[src/rtl/dm_access_arbiter_pkg.sv]
// Shared types for the data-memory access arbiter: FSM states and requester port IDs.
package dm_access_arbiter_pkg;

    typedef enum logic {
        ST_IDLE    = 1'b0,
        ST_RD_WAIT = 1'b1
    } state_t;

    typedef enum logic {
        PORT_CPU = 1'b0,
        PORT_DMA = 1'b1
    } port_t;

    function automatic logic [1:0] port_onehot(input port_t p);
        return (p == PORT_DMA) ? 2'b10 : 2'b01;
    endfunction

endpackage

[src/rtl/dm_access_arbiter_if.sv]
// Bundle of both requester ports plus the DMEM port; slave = arbiter side, master = environment side.
interface dm_access_arbiter_if #(
    parameter int ADDR_W = 10,
    parameter int DATA_W = 32
);
    logic              p0_req;
    logic              p0_we;
    logic [ADDR_W-1:0] p0_adr;
    logic [DATA_W-1:0] p0_wdata;
    logic              p0_gnt;
    logic              p0_rvalid;
    logic [DATA_W-1:0] p0_rdata;

    logic              p1_req;
    logic              p1_we;
    logic [ADDR_W-1:0] p1_adr;
    logic [DATA_W-1:0] p1_wdata;
    logic              p1_gnt;
    logic              p1_rvalid;
    logic [DATA_W-1:0] p1_rdata;

    logic              mem_en;
    logic              mem_we;
    logic [ADDR_W-1:0] mem_adr;
    logic [DATA_W-1:0] mem_wdata;
    logic [DATA_W-1:0] mem_rdata;

    logic              busy;

    modport slave (
        input  p0_req, p0_we, p0_adr, p0_wdata,
        input  p1_req, p1_we, p1_adr, p1_wdata,
        input  mem_rdata,
        output p0_gnt, p0_rvalid, p0_rdata,
        output p1_gnt, p1_rvalid, p1_rdata,
        output mem_en, mem_we, mem_adr, mem_wdata,
        output busy
    );

    modport master (
        output p0_req, p0_we, p0_adr, p0_wdata,
        output p1_req, p1_we, p1_adr, p1_wdata,
        output mem_rdata,
        input  p0_gnt, p0_rvalid, p0_rdata,
        input  p1_gnt, p1_rvalid, p1_rdata,
        input  mem_en, mem_we, mem_adr, mem_wdata,
        input  busy
    );

endinterface

[src/rtl/dm_access_arbiter_arb_rr.sv]
// Two-way request picker. Round-robin by default; DMARB_FIXED_PRIO_EN selects fixed port-0 priority.
module dm_arb_rr
    import dm_access_arbiter_pkg::*;
(
    input  logic       req0,
    input  logic       req1,
    input  port_t      last_owner,
    output logic [1:0] gnt,
    output port_t      winner,
    output logic       rr_track
);

    always_comb begin
        gnt      = '0;
        winner   = PORT_CPU;
        rr_track = 1'b0;
`ifdef DMARB_FIXED_PRIO_EN
        if (req0) begin
            winner = PORT_CPU;
        end else if (req1) begin
            winner = PORT_DMA;
        end
`else
        rr_track = 1'b1;
        // On contention the port that did not own the previous access wins.
        if (req0 && req1) begin
            winner = (last_owner == PORT_CPU) ? PORT_DMA : PORT_CPU;
        end else if (req1) begin
            winner = PORT_DMA;
        end else begin
            winner = PORT_CPU;
        end
`endif
        if (req0 || req1) begin
            gnt = port_onehot(winner);
        end
    end

endmodule

[src/rtl/dm_access_arbiter.sv]
// Shares single-port DMEM between CPU (port 0) and loader/debug DMA (port 1).
// Optional build macro: DMARB_FIXED_PRIO_EN (fixed port-0 priority instead of round-robin).
module dm_access_arbiter
    import dm_access_arbiter_pkg::*;
#(
    parameter int ADDR_W = 10,
    parameter int DATA_W = 32
) (
    input  logic                CLK,
    input  logic                RST_N,
    dm_access_arbiter_if.slave  bus
);

    state_t state_q, state_d;
    port_t  last_owner_q;
    port_t  rd_owner_q;

    logic [1:0] arb_gnt;
    port_t      winner;
    logic       rr_track;
    logic       any_req;

    logic              sel_we;
    logic [ADDR_W-1:0] sel_adr;
    logic [DATA_W-1:0] sel_wdata;

    logic              p0_gnt, p1_gnt, p0_rvalid, p1_rvalid;
    logic [DATA_W-1:0] p0_rdata, p1_rdata;
    logic              mem_en, mem_we, busy;
    logic [ADDR_W-1:0] mem_adr;
    logic [DATA_W-1:0] mem_wdata;

    assign any_req = bus.p0_req | bus.p1_req;

    dm_arb_rr u_arb (
        .req0       (bus.p0_req),
        .req1       (bus.p1_req),
        .last_owner (last_owner_q),
        .gnt        (arb_gnt),
        .winner     (winner),
        .rr_track   (rr_track)
    );

    always_comb begin
        sel_we    = (winner == PORT_DMA) ? bus.p1_we    : bus.p0_we;
        sel_adr   = (winner == PORT_DMA) ? bus.p1_adr   : bus.p0_adr;
        sel_wdata = (winner == PORT_DMA) ? bus.p1_wdata : bus.p0_wdata;
    end

    always_comb begin
        state_d   = state_q;
        p0_gnt    = 1'b0;
        p1_gnt    = 1'b0;
        p0_rvalid = 1'b0;
        p1_rvalid = 1'b0;
        p0_rdata  = '0;
        p1_rdata  = '0;
        mem_en    = 1'b0;
        mem_we    = 1'b0;
        mem_adr   = '0;
        mem_wdata = '0;
        busy      = 1'b0;
        case (state_q)
            ST_IDLE: begin
                if (any_req) begin
                    p0_gnt    = arb_gnt[0];
                    p1_gnt    = arb_gnt[1];
                    mem_en    = 1'b1;
                    mem_we    = sel_we;
                    mem_adr   = sel_adr;
                    mem_wdata = sel_wdata;
                    if (!sel_we) begin
                        state_d = ST_RD_WAIT;
                    end
                end
            end
            ST_RD_WAIT: begin
                // Bubble cycle: read data returns, no new grant.
                busy = 1'b1;
                if (rd_owner_q == PORT_DMA) begin
                    p1_rvalid = 1'b1;
                    p1_rdata  = bus.mem_rdata;
                end else begin
                    p0_rvalid = 1'b1;
                    p0_rdata  = bus.mem_rdata;
                end
                state_d = ST_IDLE;
            end
            default: state_d = ST_IDLE;
        endcase
    end

    always_ff @(posedge CLK or negedge RST_N) begin
        if (!RST_N) begin
            state_q      <= ST_IDLE;
            last_owner_q <= PORT_DMA;
            rd_owner_q   <= PORT_CPU;
        end else begin
            state_q <= state_d;
            if (state_q == ST_IDLE && any_req) begin
                if (rr_track) begin
                    last_owner_q <= winner;
                end
                if (!sel_we) begin
                    rd_owner_q <= winner;
                end
            end
        end
    end

    assign bus.p0_gnt    = p0_gnt;
    assign bus.p1_gnt    = p1_gnt;
    assign bus.p0_rvalid = p0_rvalid;
    assign bus.p1_rvalid = p1_rvalid;
    assign bus.p0_rdata  = p0_rdata;
    assign bus.p1_rdata  = p1_rdata;
    assign bus.mem_en    = mem_en;
    assign bus.mem_we    = mem_we;
    assign bus.mem_adr   = mem_adr;
    assign bus.mem_wdata = mem_wdata;
    assign bus.busy      = busy;

endmodule

[src/flat_wrapper.sv]
// flat-port wrapper written by rule: the top's interface ports become plain ports
module dm_access_arbiter_flat import dm_access_arbiter_pkg::*;
#(
    parameter int ADDR_W = 10,
    parameter int DATA_W = 32
)
  (CLK, RST_N, bus_p0_req, bus_p0_we, bus_p0_adr, bus_p0_wdata, bus_p1_req, bus_p1_we, bus_p1_adr, bus_p1_wdata, bus_mem_rdata, bus_p0_gnt, bus_p0_rvalid, bus_p0_rdata, bus_p1_gnt, bus_p1_rvalid, bus_p1_rdata, bus_mem_en, bus_mem_we, bus_mem_adr, bus_mem_wdata, bus_busy);
  dm_access_arbiter_if #(.ADDR_W(ADDR_W), .DATA_W(DATA_W)) bus_i ();
  input  logic CLK;
  input  logic RST_N;
  input wire logic [$bits(bus_i.p0_req)-1:0] bus_p0_req;
  input wire logic [$bits(bus_i.p0_we)-1:0] bus_p0_we;
  input wire logic [$bits(bus_i.p0_adr)-1:0] bus_p0_adr;
  input wire logic [$bits(bus_i.p0_wdata)-1:0] bus_p0_wdata;
  input wire logic [$bits(bus_i.p1_req)-1:0] bus_p1_req;
  input wire logic [$bits(bus_i.p1_we)-1:0] bus_p1_we;
  input wire logic [$bits(bus_i.p1_adr)-1:0] bus_p1_adr;
  input wire logic [$bits(bus_i.p1_wdata)-1:0] bus_p1_wdata;
  input wire logic [$bits(bus_i.mem_rdata)-1:0] bus_mem_rdata;
  output wire logic [$bits(bus_i.p0_gnt)-1:0] bus_p0_gnt;
  output wire logic [$bits(bus_i.p0_rvalid)-1:0] bus_p0_rvalid;
  output wire logic [$bits(bus_i.p0_rdata)-1:0] bus_p0_rdata;
  output wire logic [$bits(bus_i.p1_gnt)-1:0] bus_p1_gnt;
  output wire logic [$bits(bus_i.p1_rvalid)-1:0] bus_p1_rvalid;
  output wire logic [$bits(bus_i.p1_rdata)-1:0] bus_p1_rdata;
  output wire logic [$bits(bus_i.mem_en)-1:0] bus_mem_en;
  output wire logic [$bits(bus_i.mem_we)-1:0] bus_mem_we;
  output wire logic [$bits(bus_i.mem_adr)-1:0] bus_mem_adr;
  output wire logic [$bits(bus_i.mem_wdata)-1:0] bus_mem_wdata;
  output wire logic [$bits(bus_i.busy)-1:0] bus_busy;
  assign bus_i.p0_req = bus_p0_req;
  assign bus_i.p0_we = bus_p0_we;
  assign bus_i.p0_adr = bus_p0_adr;
  assign bus_i.p0_wdata = bus_p0_wdata;
  assign bus_i.p1_req = bus_p1_req;
  assign bus_i.p1_we = bus_p1_we;
  assign bus_i.p1_adr = bus_p1_adr;
  assign bus_i.p1_wdata = bus_p1_wdata;
  assign bus_i.mem_rdata = bus_mem_rdata;
  assign bus_p0_gnt = bus_i.p0_gnt;
  assign bus_p0_rvalid = bus_i.p0_rvalid;
  assign bus_p0_rdata = bus_i.p0_rdata;
  assign bus_p1_gnt = bus_i.p1_gnt;
  assign bus_p1_rvalid = bus_i.p1_rvalid;
  assign bus_p1_rdata = bus_i.p1_rdata;
  assign bus_mem_en = bus_i.mem_en;
  assign bus_mem_we = bus_i.mem_we;
  assign bus_mem_adr = bus_i.mem_adr;
  assign bus_mem_wdata = bus_i.mem_wdata;
  assign bus_busy = bus_i.busy;
  dm_access_arbiter #(.ADDR_W(ADDR_W), .DATA_W(DATA_W)) u_core (.CLK(CLK), .RST_N(RST_N), .bus(bus_i));
endmodule
[config.mk]
export PLATFORM = sky130hd
export DESIGN_NAME = dm_access_arbiter_flat
export DESIGN_NICKNAME = d
export VERILOG_FILES = /design/src/rtl/dm_access_arbiter_pkg.sv /design/src/rtl/dm_access_arbiter_if.sv /design/src/rtl/dm_access_arbiter_arb_rr.sv /design/src/rtl/dm_access_arbiter.sv /design/src/flat_wrapper.sv
export SDC_FILE = /design/constraint.sdc
export NUM_CORES = 1
export LEC_CHECK = 0
export CORE_AREA = 3 3 89 91
export CTS_BUF_LIST = sky130_fd_sc_hd__clkbuf_2 sky130_fd_sc_hd__clkbuf_4 sky130_fd_sc_hd__clkbuf_8
export DETAILED_ROUTE_END_ITERATION = 16
export DIE_AREA = 0 0 92 94
export HOLD_SLACK_MARGIN = 0.02
export PLACE_DENSITY_LB_ADDON = 0.3
export SYNTH_ARGS = -nofsm -noshare
export SYNTH_HDL_FRONTEND = slang
export SYNTH_SLANG_ARGS = --single-unit
[constraint.sdc]
create_clock -name CLK -period 1.3 [get_ports CLK]
set_input_delay 0.13 -clock CLK [delete_from_list [all_inputs] [get_ports CLK]]
set_output_delay 0.13 -clock CLK [all_outputs]
set_load 0.01 [all_outputs]
==> impl_metrics.tcl <==
set metrics [dict create \
    status "finished, violations left" \
    violations "negative setup slack" \
    worst_skew_pair.late_latency_ns 0.22 \
    setup_violations 114 \
    critPathMaxFanout 12 \
    clk_pin_slew_ns 0.03 \
    rr_endpoint "u_core.rd_owner_q$_DFFE_PN0P_" \
    syn_area_per_cell_um2 5.41 \
    gr-total-overflow 0 \
    fin_cells 595 \
    powerDensity_nw_per_um2 772 \
    yosysWarnings 0 \
    initial_core_util 0.175 \
    maxCapViolCount 0 \
    rr_startpoint "u_core.last_owner_q$_DFFE_PN1P_" \
    synthCells 233 \
    fp.dieH_um 94 \
    crit_required_ns 1.17 \
    vdd_drop_max_uv 413 \
    hold_class "input port to asynchronous set/reset pin" \
    dp_hpwl_mm 6.58 \
    syn_nets 355 \
    worstMarginPinSlew_ns 0.232 \
    grt_pass1_wl_mm 13.7 \
    holdWs_ns 0.0969 \
    synth_commonest_cells "nand2_1, a21oi_1, and2_1" \
    antenna_cells 0 \
    area_growth_pct 267 \
    cts_tree "yes" \
    vias 2693 \
    final_util 0.641 \
    finClkSkew_ns 0.000532 \
    fmax_ghz 0.595 \
    wirelength_mm 10.4 \
    netlist_area_um2 1260 \
    placedCellCount 561 \
    synth_ff_type "dfrtp_1" \
    drive_above_1_share 0.554 \
    place_congestion 0.778 \
    via_per_inst 4.53 \
    finalHoldViolCount 0 \
    post_drt_wl_per_cell_um 17.5 \
    grt_max_degree 28 \
    fin_ws_ns -0.381 \
    ctsHoldBuffers 0 \
    period_share 1.29 \
    dr.first_iter.drc_count 43 \
    die_w_um 92 \
    synthDominantCellAreaShare 0.250 \
    nets 619 \
    synth_most_common_cell "nand2_1" \
    cts.path.max_buffers 2 \
    cts_sinks 3 \
    grt_pass1_vias 2585 \
    crit_path_end_kind "output port" \
    period_minus_slack_ns 1.68 \
    synth_edf_count 0 \
    relSlewSlack 0.845 \
    port_buffers 234 \
    cts-buffers-inserted 3 \
    cts_root_buffer "clkbuf_8" \
    power_mw 3.57 \
    remaining_drc_errors 0 \
    cp_data_arrival_time_ns 1.55 \
    reg2regPathDepth 6 \
    cp-start-kind "register" \
    path_class "register to output port" \
    synthTopCellsByArea "nand2_1, a21oi_1, and2_1, and3_1, buf_6" \
    drv_slew 0 \
    tns_ns -23.45 \
    rows 31 \
    leakagePower_nw 2.12 \
    grt_usage 0.198 \
    reg2reg_slack_ns -0.24 \
    num-fill-cells 593 \
    ys_seq_area_frac 0.0606 \
    netlist.top_cell.by_area "nand2_1" \
    ant_nets 0 \
    firstDrtPassIters 4 \
    die_area_um2 8650 \
    core_um2 7210 \
    ctsHtreeMaxLevel 1 \
    ys_async_sr_fraction 1.00 \
    antenna_found_initial 0 \
    pin_count 235 \
    yosys_register_bits 3 \
    rsz0062_at_grt "true" \
    yosysUniqueCellTypes 19 \
]
-- worst max-delay path, stage by stage, from the launching register on --
cell and delay [ns]:
dfstp_2 0.38, buf_12 0.12, a21boi_4 0.21, buf_6 0.14, buf_12 0.12, nand2_1 0.06, a21oi_2 0.14, buf_2 0.15
-- flip-flops by register name, summed over array words and instances, names as in the netlist --
name,flops
u_core.last_owner_q,1
u_core.rd_owner_q,1
u_core.state_q,1
-- stage by stage --
step	cell area, um2	worst slack, ns
floorplan	1260	-0.0375
global placement	3780	-0.722
detailed placement	3780	-0.778
CTS	3890	-0.374
global route	4620	-0.464
finish	4620	-0.381
-- layout make-up --
class | count | area [um2] | share of cell area
clock buffers | 4 | 48.8 | 0.0106
inverters | 2 | 12.5 | 0.00271
multi-input cells | 204 | 1430 | 0.308
flip-flops and latches | 3 | 77.6 | 0.0168
well taps | 99 | 124 | 0.0268
repair buffers | 283 | 2930 | 0.635
-- layout by cell type, fill, tap and decap left out, drive strengths merged, types with 2 or more instances in the layout --
| cell | n |
|---|---|
| buf | 155 |
| dlygate4sd2 | 2 |
| nand2 | 84 |
| nor2 | 4 |
| and2 | 34 |
| clkdlybuf4s50 | 119 |
| clkbuf | 10 |
| inv | 2 |
| a21oi | 43 |
| dfrtp | 2 |
| and3 | 32 |
-- power breakdown --
part,total [mW],internal (mW),switching (mW)
clock network,0.294,0.230,0.0637
logic,3.11,1.84,1.28
registers,0.160,0.127,0.0336
-- how the worst max path moves through the flow --
stage / startpoint / endpoint / slack [ns] / depth (start not counted)
after detailed placement: bus_p0_req / bus_mem_adr[1] / -0.78 / 7
after global routing: u_core.last_owner_q$_DFFE_PN1P_ / bus_mem_adr[1] / -0.46 / 7
after CTS: u_core.last_owner_q$_DFFE_PN1P_ / bus_p0_gnt / -0.37 / 7
final: u_core.last_owner_q$_DFFE_PN1P_ / bus_mem_adr[1] / -0.38 / 7
after global placement: bus_p0_req / bus_mem_adr[1] / -0.72 / 7
after floorplan: u_core.state_q$_DFF_PN0_ / bus_mem_wdata[23] / -0.04 / 5
-- cells by family after synthesis --
group	synth area share
buffers and inverters	0.123
muxes	0.00794
DFF	0.0606
and+or+nand+nor	0.596
AOI/OAI and AO/OA	0.213
-- timing repair --
item | 4_1_cts | 5_1_grt
resized for setup | 521 | 155
buffers inserted | 16 | 5
hold endpoints to repair | 0 | 0
setup endpoints to repair | 115 | 115
pin swaps | 9 | 54
cloned | 9 | 6
-- layer usage --
metal	GRT usage	wire length, um	vias up	share of wire
met4	0.0532	208	0	0.020
li1	-	-	1299	-
met1	0.211	3850	1266	0.37
met2	0.392	5730	113	0.55
met5	0	0	-	0
met3	0.0409	639	15	0.061
Power figures use the tool's default switching activity.
